## config.mk

```make
export PLATFORM = sky130hd
export DESIGN_NAME = meta_array_arb
export DESIGN_NICKNAME = d
export VERILOG_FILES = /design/src/rtl/meta_array_arb_pkg.sv /design/src/rtl/meta_arb.sv /design/src/rtl/mpc_sram.sv /design/src/rtl/meta_array_arb.sv
export SDC_FILE = /design/constraint.sdc
export NUM_CORES = 1
export LEC_CHECK = 0
export CAP_MARGIN = 20
export CORE_ASPECT_RATIO = 0.7
export CORE_MARGIN = 3
export CORE_UTILIZATION = 44
export CTS_CLUSTER_SIZE = 16
export DETAILED_ROUTE_END_ITERATION = 7
export DONT_BUFFER_PORTS = 1
export GPL_TIMING_DRIVEN = 0
export SLEW_MARGIN = 20
export SYNTH_ARGS = -nofsm -noshare
export SYNTH_HDL_FRONTEND = slang
export SYNTH_SLANG_ARGS = --single-unit
```

## constraint.sdc

```tcl
create_clock -name clk -period 7.4 [get_ports clk]
set_clock_uncertainty 0.05 [all_clocks]
set_input_delay 1.11 -clock clk [delete_from_list [all_inputs] [get_ports clk]]
set_output_delay 1.11 -clock clk [all_outputs]
set_load 0.01 [all_outputs]
```

## src/rtl/meta_array_arb_pkg.sv

```systemverilog
// Shared types and helpers for the MPC per-way metadata array and its arbiter.
package meta_array_arb_pkg;

  typedef struct packed {
    int unsigned metaWidth;
  } mpc_cfg_t;

  localparam mpc_cfg_t Cfg = '{metaWidth: 32'd8};

  // Wide enough for STARVE_MAX up to 15
  localparam int unsigned STARVE_W = 4;

  typedef enum logic {
    INIT = 1'b0,
    RUN  = 1'b1
  } meta_arb_state_e;

  // Set-index width; never below one bit
  function automatic int unsigned set_w(input int unsigned sets);
    return (sets < 2) ? 1 : $clog2(sets);
  endfunction

endpackage

```

## src/rtl/meta_arb.sv

```systemverilog
// Init/flush walker, starvation-bounded read/write arbiter and SRAM port mux.
module meta_arb
  import meta_array_arb_pkg::*;
#(
  parameter int unsigned       SETS       = 8,
  parameter int unsigned       WAYS       = 4,
  parameter int unsigned       META_W     = Cfg.metaWidth,
  parameter int unsigned       STARVE_MAX = 4,
  parameter logic [META_W-1:0] INIT_VAL   = '0,
  localparam int unsigned      SET_W      = set_w(SETS)
) (
  input  logic              clk,
  input  logic              rst_n,
  input  logic              flush_valid,
  input  logic              rd_valid,
  input  logic [SET_W-1:0]  rd_set,
  input  logic              wr_valid,
  input  logic [SET_W-1:0]  wr_set,
  input  logic [WAYS-1:0]   wr_way_en,
  input  logic [META_W-1:0] wr_data,
  output logic              init_busy,
  output logic              rd_ready_c,
  output logic              wr_ready_c,
  output logic              rd_fire_c,
  output logic              rd_oor_c,
  output logic [WAYS-1:0]   sram_cs_c,
  output logic [WAYS-1:0]   sram_we_c,
  output logic [SET_W-1:0]  sram_addr_c,
  output logic [META_W-1:0] sram_wdata_c
);

  meta_arb_state_e     state, state_nx;
  logic [SET_W-1:0]    walk_cnt, walk_nx;
  logic [STARVE_W-1:0] starve_cnt, starve_nx;
  logic                starved;
  logic                wr_oor;

  always_ff @(posedge clk or negedge rst_n) begin
    if (!rst_n) begin
      state      <= INIT;
      walk_cnt   <= '0;
      starve_cnt <= '0;
      init_busy  <= 1'b1;
    end else begin
      state      <= state_nx;
      walk_cnt   <= walk_nx;
      starve_cnt <= starve_nx;
      init_busy  <= (state_nx == INIT);
    end
  end

  // Next state, arbitration and SRAM port mux
  always_comb begin
    state_nx     = state;
    walk_nx      = walk_cnt;
    starve_nx    = starve_cnt;
    starved      = 1'b0;
    rd_ready_c   = 1'b0;
    wr_ready_c   = 1'b0;
    rd_fire_c    = 1'b0;
    rd_oor_c     = (32'(rd_set) >= SETS);
    wr_oor       = (32'(wr_set) >= SETS);
    sram_cs_c    = '0;
    sram_we_c    = '0;
    sram_addr_c  = '0;
    sram_wdata_c = wr_data;

    case (state)
      INIT: begin
        sram_cs_c    = '1;
        sram_we_c    = '1;
        sram_addr_c  = walk_cnt;
        sram_wdata_c = INIT_VAL;
        starve_nx    = '0;
        if (walk_cnt == SET_W'(SETS - 1)) begin
          state_nx = RUN;
          walk_nx  = '0;
        end else begin
          walk_nx = walk_cnt + SET_W'(1);
        end
      end

      RUN: begin
        if (flush_valid) begin
          state_nx  = INIT;
          walk_nx   = '0;
          starve_nx = '0;
        end else begin
          // Writes win unless the pending read has lost STARVE_MAX times in a row
          starved    = (starve_cnt == STARVE_W'(STARVE_MAX));
          rd_ready_c = !wr_valid || starved;
          wr_ready_c = !starved;
          rd_fire_c  = rd_valid && rd_ready_c;

          if (wr_valid && wr_ready_c) begin
            if (!wr_oor) begin
              sram_cs_c   = wr_way_en;
              sram_we_c   = wr_way_en;
              sram_addr_c = wr_set;
            end
          end else if (rd_fire_c && !rd_oor_c) begin
            sram_cs_c   = '1;
            sram_addr_c = rd_set;
          end

          if (rd_fire_c || !rd_valid) begin
            starve_nx = '0;
          end else if (wr_valid && !starved) begin
            starve_nx = starve_cnt + STARVE_W'(1);
          end
        end
      end

      default: begin
        state_nx = INIT;
        walk_nx  = '0;
      end
    endcase
  end

endmodule

```

## src/rtl/mpc_sram.sv

```systemverilog
// Single-port synchronous SRAM model: write on cs&we, registered read on cs&!we.
module mpc_sram
  import meta_array_arb_pkg::*;
#(
  parameter int unsigned DEPTH = 8,
  parameter int unsigned WIDTH = 8,
  localparam int unsigned AW = set_w(DEPTH)
) (
  input  logic             clk,
  input  logic             rst_n,
  input  logic             cs,
  input  logic             we,
  input  logic [AW-1:0]    addr,
  input  logic [WIDTH-1:0] wdata,
  output logic [WIDTH-1:0] rdata
);

  logic [WIDTH-1:0] mem [DEPTH];

  always_ff @(posedge clk) begin
    if (cs && we) begin
      mem[addr] <= wdata;
    end
  end

  // rdata holds its value across write cycles
  always_ff @(posedge clk or negedge rst_n) begin
    if (!rst_n) begin
      rdata <= '0;
    end else if (cs && !we) begin
      rdata <= mem[addr];
    end
  end

endmodule

```

## src/rtl/meta_array_arb.sv

```systemverilog
// Per-way metadata store: arbiter plus one SRAM per way and registered read response.
module meta_array_arb
  import meta_array_arb_pkg::*;
#(
  parameter int unsigned       SETS       = 8,
  parameter int unsigned       WAYS       = 4,
  parameter int unsigned       META_W     = Cfg.metaWidth,
  parameter int unsigned       STARVE_MAX = 4,
  parameter logic [META_W-1:0] INIT_VAL   = '0,
  localparam int unsigned      SET_W      = set_w(SETS)
) (
  input  logic              clk,
  input  logic              rst_n,
  input  logic              flush_valid,
  output logic              init_busy,
  input  logic              rd_valid,
  output logic              rd_ready,
  input  logic [SET_W-1:0]  rd_set,
  output logic              rsp_valid,
  output logic              rsp_err,
  output logic [META_W-1:0] rsp_data [WAYS-1:0],
  input  logic              wr_valid,
  output logic              wr_ready,
  input  logic [SET_W-1:0]  wr_set,
  input  logic [WAYS-1:0]   wr_way_en,
  input  logic [META_W-1:0] wr_data
);

  logic [WAYS-1:0]   sram_cs;
  logic [WAYS-1:0]   sram_we;
  logic [SET_W-1:0]  sram_addr;
  logic [META_W-1:0] sram_wdata;
  logic [META_W-1:0] sram_rdata [WAYS-1:0];
  logic              rd_fire;
  logic              rd_oor;

  meta_arb #(
    .SETS       (SETS),
    .WAYS       (WAYS),
    .META_W     (META_W),
    .STARVE_MAX (STARVE_MAX),
    .INIT_VAL   (INIT_VAL)
  ) u_arb (
    .clk          (clk),
    .rst_n        (rst_n),
    .flush_valid  (flush_valid),
    .rd_valid     (rd_valid),
    .rd_set       (rd_set),
    .wr_valid     (wr_valid),
    .wr_set       (wr_set),
    .wr_way_en    (wr_way_en),
    .wr_data      (wr_data),
    .init_busy    (init_busy),
    .rd_ready_c   (rd_ready),
    .wr_ready_c   (wr_ready),
    .rd_fire_c    (rd_fire),
    .rd_oor_c     (rd_oor),
    .sram_cs_c    (sram_cs),
    .sram_we_c    (sram_we),
    .sram_addr_c  (sram_addr),
    .sram_wdata_c (sram_wdata)
  );

  // Out-of-range reads never touch the SRAM; their data is forced to INIT_VAL
  for (genvar w = 0; w < WAYS; w++) begin : g_way
    mpc_sram #(
      .DEPTH (SETS),
      .WIDTH (META_W)
    ) u_sram (
      .clk   (clk),
      .rst_n (rst_n),
      .cs    (sram_cs[w]),
      .we    (sram_we[w]),
      .addr  (sram_addr),
      .wdata (sram_wdata),
      .rdata (sram_rdata[w])
    );

    assign rsp_data[w] = rsp_err ? INIT_VAL : sram_rdata[w];
  end

  always_ff @(posedge clk or negedge rst_n) begin
    if (!rst_n) begin
      rsp_valid <= 1'b0;
      rsp_err   <= 1'b0;
    end else begin
      rsp_valid <= rd_fire;
      rsp_err   <= rd_fire && rd_oor;
    end
  end

endmodule

```

### After elaboration in Yosys (flattened, before gate mapping)

Memory sizes are Yosys's and may differ from the RTL's. A register that Yosys moved wholly into a read port is not among the register bits.
Index checks and enable logic that the tools add are counted.

* register bits: 10
* bits in writable memories: 256
* bits of input ports: 23
* logic and storage cells: 76
* memories kept: 4

Memory list
* g_way[0].u_sram.mem: words 8, width 8, read ports 1, clocked after memory_dff 1, wr ports 1, line mpc_sram.sv:18 `logic [WIDTH-1:0] mem [DEPTH];`
* g_way[1].u_sram.mem: words 8, width 8, read ports 1, clocked after memory_dff 1, wr ports 1, line mpc_sram.sv:18
* g_way[2].u_sram.mem: words 8, width 8, read ports 1, clocked after memory_dff 1, wr ports 1, line mpc_sram.sv:18
* g_way[3].u_sram.mem: words 8, width 8, read ports 1, clocked after memory_dff 1, wr ports 1, line mpc_sram.sv:18

* $add $sub $neg: 2
* equal/unequal tests: 4
* mux-type cells: 36
* bitwise operators: 2
* reduce and logical (&&, ||, !) cells: 23

Operators with widths (number)
* two-way mux 4 bit: 8
* one-hot mux 4 bit (2 select lines): 3
* two-way mux 1 bit: 16
* two-way mux 3 bit: 5
* one-hot mux 3 bit (2 select lines): 2
* zero test 1 bit: 11
* logical AND 1 bit: 10
* two-way mux 8 bit: 1
* adder 4 x 1 -> 4 bit (second input constant): 1
* == test 4 x 3 -> 1 bit (second input constant): 1
* != test 4 bit (second input constant): 1
* adder 3 x 1 -> 3 bit (second input constant): 1
* == test 3 bit (second input constant): 1
* logical OR 1 bit: 2
* != test 2 bit (second input constant): 1
* inverter 1 bit: 2
* one-hot mux 1 bit (2 select lines): 1

### Depth between registers and ports, before layout

* word-level depth: 10
* gate-level depth with buffers: 11

### Hierarchy

A second synthesis with hierarchy kept.

* cell total of the unflattened synthesis: 712
* area total of the unflattened synthesis: 12285.5 µm²

Modules (own cells, without submodules)
* mpc_sram: times used 4, cells each 149, area an instance 2825.2 µm²
* meta_arb: times used 1, cells each 78, area an instance 705.7 µm²
* meta_array_arb: times used 1, cells each 38, area an instance 279.0 µm²

### Worst setup path before layout

No wires, ideal clock.

* path type: input-to-reg
* start: in flush_valid
* end: mem g_way[0].u_sram.mem[1][0], enable pin
* library setup time: 383 ps
* arrival time: 3016 ps
* data required time: 6967 ps
* slack: 3951 ps
* stages: 8
* cell sequence: nand2b_2 a211oi_2 or3_1 buf_4 buf_6 buf_6 nand2_1 nor3_1

* word-level cells in the longest chain between the ends: 5
* elaborated cells between the ends (all ways): 9

RTL lines
* start: declaration: line meta_array_arb.sv:14 `input logic flush_valid,`
* two-way mux 4 bit: line meta_arb.sv:84 `if (flush_valid) begin`
* one-hot mux 4 bit (2 select lines): line meta_arb.sv:68 `case (state)`
* logical AND 1 bit: line mpc_sram.sv:21 `if (cs && we) begin`
* two-way mux 1 bit: line mpc_sram.sv:21
* two-way mux 1 bit (implied by the code): line mpc_sram.sv:22 `mem[addr] <= wdata;`
* end: declaration: line mpc_sram.sv:18

Parallel ways exist; a longest one is shown, timed or not.

### Worst setup path in the final report

* start: reg u_arb.starve_cnt[0]
* end: mem g_way[1].u_sram.mem[0][5], enable pin

* word-level cells in the longest chain between the ends: 10
* elaborated cells between the ends (all ways): 19

RTL lines
* start: declaration: line meta_arb.sv:34 `logic [STARVE_W-1:0] starve_cnt, starve_nx;`
* start signal: assignment: line meta_arb.sv:47 `starve_cnt <= starve_nx;`
* == test 4 x 3 -> 1 bit (*): line meta_arb.sv:90 `starved = (starve_cnt == STARVE_W'(STARVE_MAX));`
* logical OR 1 bit: line meta_arb.sv:91 `rd_ready_c = !wr_valid || starved;`
* logical AND 1 bit: line meta_arb.sv:93 `rd_fire_c = rd_valid && rd_ready_c;`
* two-way mux 4 bit: line meta_arb.sv:101 `end else if (rd_fire_c && !rd_oor_c) begin`
* two-way mux 4 bit: line meta_arb.sv:95 `if (wr_valid && wr_ready_c) begin`
* two-way mux 4 bit: line meta_arb.sv:84
* one-hot mux 4 bit (2 select lines): line meta_arb.sv:68
* logical AND 1 bit: line mpc_sram.sv:21
* two-way mux 1 bit: line mpc_sram.sv:21
* two-way mux 1 bit (implied by the code): line mpc_sram.sv:22
* end: declaration: line mpc_sram.sv:18

Mark *: on every way between the ends. The rest lies on a longest branch, timed or not.

==> qor.yml <==
finalCritPeriodShare: 0.5408
syn_to_final_growth_pct: 15.03
routedWlPerCell_um: 30.03
ff2ff_path_depth: 9
clock_tree_from_tritoncts: "built"
ctsResizeCount: 0
floorplan.die_area_um2: 29900
timing_hold_violations_final: 0
routed_via_density: 6.473
start_util: 0.4531
worst_slew_slack_as_a_fraction_of_its_limit: 0.2619
timing.rr.end: "g_way[1].u_sram.mem[0][5]"
net-switching-power_w: 0.003130
crit_start_category: "register"
combinational_share_of_power: 0.414
routed_wl_um: 38350
grt_first_pass_wirelength_um: 54620
drc: 0
path_max_fanout: 10
dieWidth_um: 205.4
overflow: 0
vias: 8266
floorplan.rows: 50
max-vdd-ir-drop_v: 0.0002631
grt_setup_unrepaired: "no"
io_buffers: 0
grt_pass1_vias: 7835
cts-root-buf: "sky130_fd_sc_hd__clkbuf_16"
global_route.usage.total: 0.2518
required_worst_endpoint_ns: 7.51
yosys_warnings: 0
power_frac_seq: 0.384
finalMaxSlewViolations: 0
layout.cells.non_filler: 1277
pin_count: 60
p_sw_frac: 0.4108
post_synth_cell_types: 61
cts-htree-levels: 1
timing.setup.tns_ns: 0
cts-buffers-inserted: 28
post_cts_hold_buffer_count: 0
final_period_minus_worst_setup_slack_ns: 4.002
fmax_ghz: 0.2499
half_perimeter_wire_length_after_placement_um: 25570
worst_r2r_startpoint: "u_arb.starve_cnt[0]"
post_cts_setup_buffer_count: 0
layout.nets: 918
grt_antenna_before_repair: 0
cts_buffer_depth: 3
timing.max_cap.violations: 0
drt.antenna.violating_nets: 0
initialDrtViolationCount: 1006
layout_common_cells: "sky130_fd_sc_hd__edfxtp_1, sky130_fd_sc_hd__nand3_1, sky130_fd_sc_hd__dfrtp_1, sky130_fd_sc_hd__buf_2, sky130_fd_sc_hd__mux2i_1"
gpl.final_weighted_congestion: 0.9220
post_synth.cell_area_avg_um2: 14.68
crit_type: "reg -> reg"
most_common_cell_after_layout_fill_and_taps_aside: "sky130_fd_sc_hd__edfxtp_1"
async_reset_ff_frac: 0.1409
yosysSeqAreaShare: 0.7138
drive_above_1_share: 0.2018
ys_ff_latch: 298
min_path_type: "in -> async"
regToRegSetupSlack_ns: 3.40
worstSkewPairLatency_ns: 0.55
number_of_nets_produced_by_synthesis: 861
worst_setup_hold_path_clk_slew_ns: 0.07
first_pass_iters: 5
post_layout_utilization_of_the_core: 0.5212
p_clk_frac: 0.202
internal_power_contribution_w: 0.004489
clock-sinks: 298
n_fill_cell: 2249
report.final.setup_viol: 0
critPathArrivalTime_ns: 4.11
maximum_number_of_pins_on_one_net_before_global_route_repair: 43
floorplan.die.height_um: 145.6
yosys_most_used_dff: "sky130_fd_sc_hd__edfxtp_1"
power_density_nw_per_um2: 541.0
placeableCoreArea_um2: 27030
end_kind: "register"
dp.cells: 1225
status: "completed"
synth_cells: 834
cellLeakagePower_nw: 4.842
post_synthesis_cell_area_um2: 12240
synth_enable_flop_cells: 256
max_slew.worst_pin.slew_ns: 1.103
[state kept, by name, indices dropped and copies added (netlist names)]
register            count
g_way.u_sram.mem      256
g_way.u_sram.rdata     32
rsp_valid               1
u_arb.init_busy         1
u_arb.starve_cnt        4
u_arb.state             1
u_arb.walk_cnt          3
[synth_stat cells, drive strengths merged, types with 6 or more instances]
library cell	n	area, um^2
and2	11	68.82
nand3	105	525.5
o22a	9	78.83
mux2i	33	330.3
nor2	25	103.9
nand2	15	73.82
o311ai	9	78.83
a32o	11	110.1
a2111oi	6	55.05
dfrtp	41	1026
a21o	32	240.2
o32a	7	70.07
nor3	30	160.2
a21oi	26	130.1
a31oi	32	200.2
buf	53	330.3
and3	6	37.54
edfxtp	256	7687
nand4	21	131.4
o21ai	25	125.1
a32oi	7	61.31
o221ai	9	78.83
a41o	8	80.08
clkbuf	17	63.81
[kinds of logic (layout without fill, tap and decap cells)]
| logic type | count (synthesis) | count (layout) | synth area share |
|---|---|---|---|
| simple gates | 221 | 221 | 0.09585 |
| fa+ha+maj | 4 | 4 | 0.004088 |
| xor+xnor | 2 | 2 | 0.001431 |
| other cells | 1 | 2 | 0.0003063 |
| flops | 298 | 298 | 0.7138 |
| mux | 33 | 33 | 0.02698 |
| compound gates | 199 | 199 | 0.1235 |
| buf+inv | 76 | 154 | 0.03403 |
[worst max-delay path, stage by stage, from the launching register on]
cell	delay [ns]
sky130_fd_sc_hd__dfrtp_1	0.41
sky130_fd_sc_hd__inv_1	0.07
sky130_fd_sc_hd__ha_1	0.18
sky130_fd_sc_hd__nand3b_4	0.13
sky130_fd_sc_hd__and4_4	0.22
sky130_fd_sc_hd__nor3_2	0.47
sky130_fd_sc_hd__clkbuf_1	0.53
sky130_fd_sc_hd__buf_2	0.41
sky130_fd_sc_hd__nand3_1	0.24
sky130_fd_sc_hd__nor2_1	0.89
[routing by layer]
layer,GRT usage,share of wire,vias up
met5,0,0,-
met4,0.07750,0.030,0
met3,0.09569,0.13,91
met2,0.3523,0.42,533
met1,0.3652,0.41,4186
li1,-,-,3456
[per-stage QoR]
| step | area, um^2 | worst slack (ns) | total power, W | hold slack (ns) |
|---|---|---|---|---|
| 4_1_cts | 14080 | 3.371 | 0.007538 | 0.1915 |
| 6_report | 14080 | 3.398 | 0.007620 | 0.2065 |
| 3_3_place_gp | 12700 | 2.163 | 0.005792 | 0.4319 |
| 5_1_grt | 14080 | 3.239 | 0.007890 | 0.1871 |
| 2_1_floorplan | 12240 | 3.951 | 0.004651 | 0.4034 |
| 3_5_place_dp | 13100 | 2.918 | 0.006013 | 0.4320 |
[area by class of cell]
class                           count  area (um^2)  share of cell area
Multi-Input combinational cell    460         3243              0.2303
Buffer                             70        394.1             0.02798
Clock inverter                     18        215.2             0.01528
Inverter                            6        22.52            0.001599
Antenna cell                        1        2.502           0.0001777
Timing Repair Buffer               27        251.5             0.01786
Clock buffer                       33        760.7             0.05401
Tap cell                          364        455.4             0.03234
Sequential cell                   298         8740              0.6205
[power by group through the flow]
| stage | clock network, W | registers, W | logic, W |
|---|---|---|---|
| finish | 0.00154 | 0.00293 | 0.00316 |
| global route | 0.00162 | 0.00298 | 0.00330 |
| CTS | 0.00154 | 0.00293 | 0.00306 |
| detailed placement | 0 | 0.00296 | 0.00305 |
| global placement | 0 | 0.00297 | 0.00282 |
| floorplan | 0 | 0.00287 | 0.00178 |
[how the worst max path moves through the flow]
stage                        startpoint                        end  cells past startpoint
finish              u_arb.starve_cnt[0]  g_way[1].u_sram.mem[0][5]                      9
global route        u_arb.starve_cnt[0]  g_way[1].u_sram.mem[0][5]                      9
CTS                 u_arb.starve_cnt[0]  g_way[3].u_sram.mem[0][7]                      9
detailed placement          flush_valid  g_way[3].u_sram.mem[0][4]                      7
global placement            flush_valid  g_way[0].u_sram.mem[4][4]                      7
floorplan                   flush_valid  g_way[0].u_sram.mem[1][0]                      8
No activity file was read; power rests on OpenSTA's default activity.
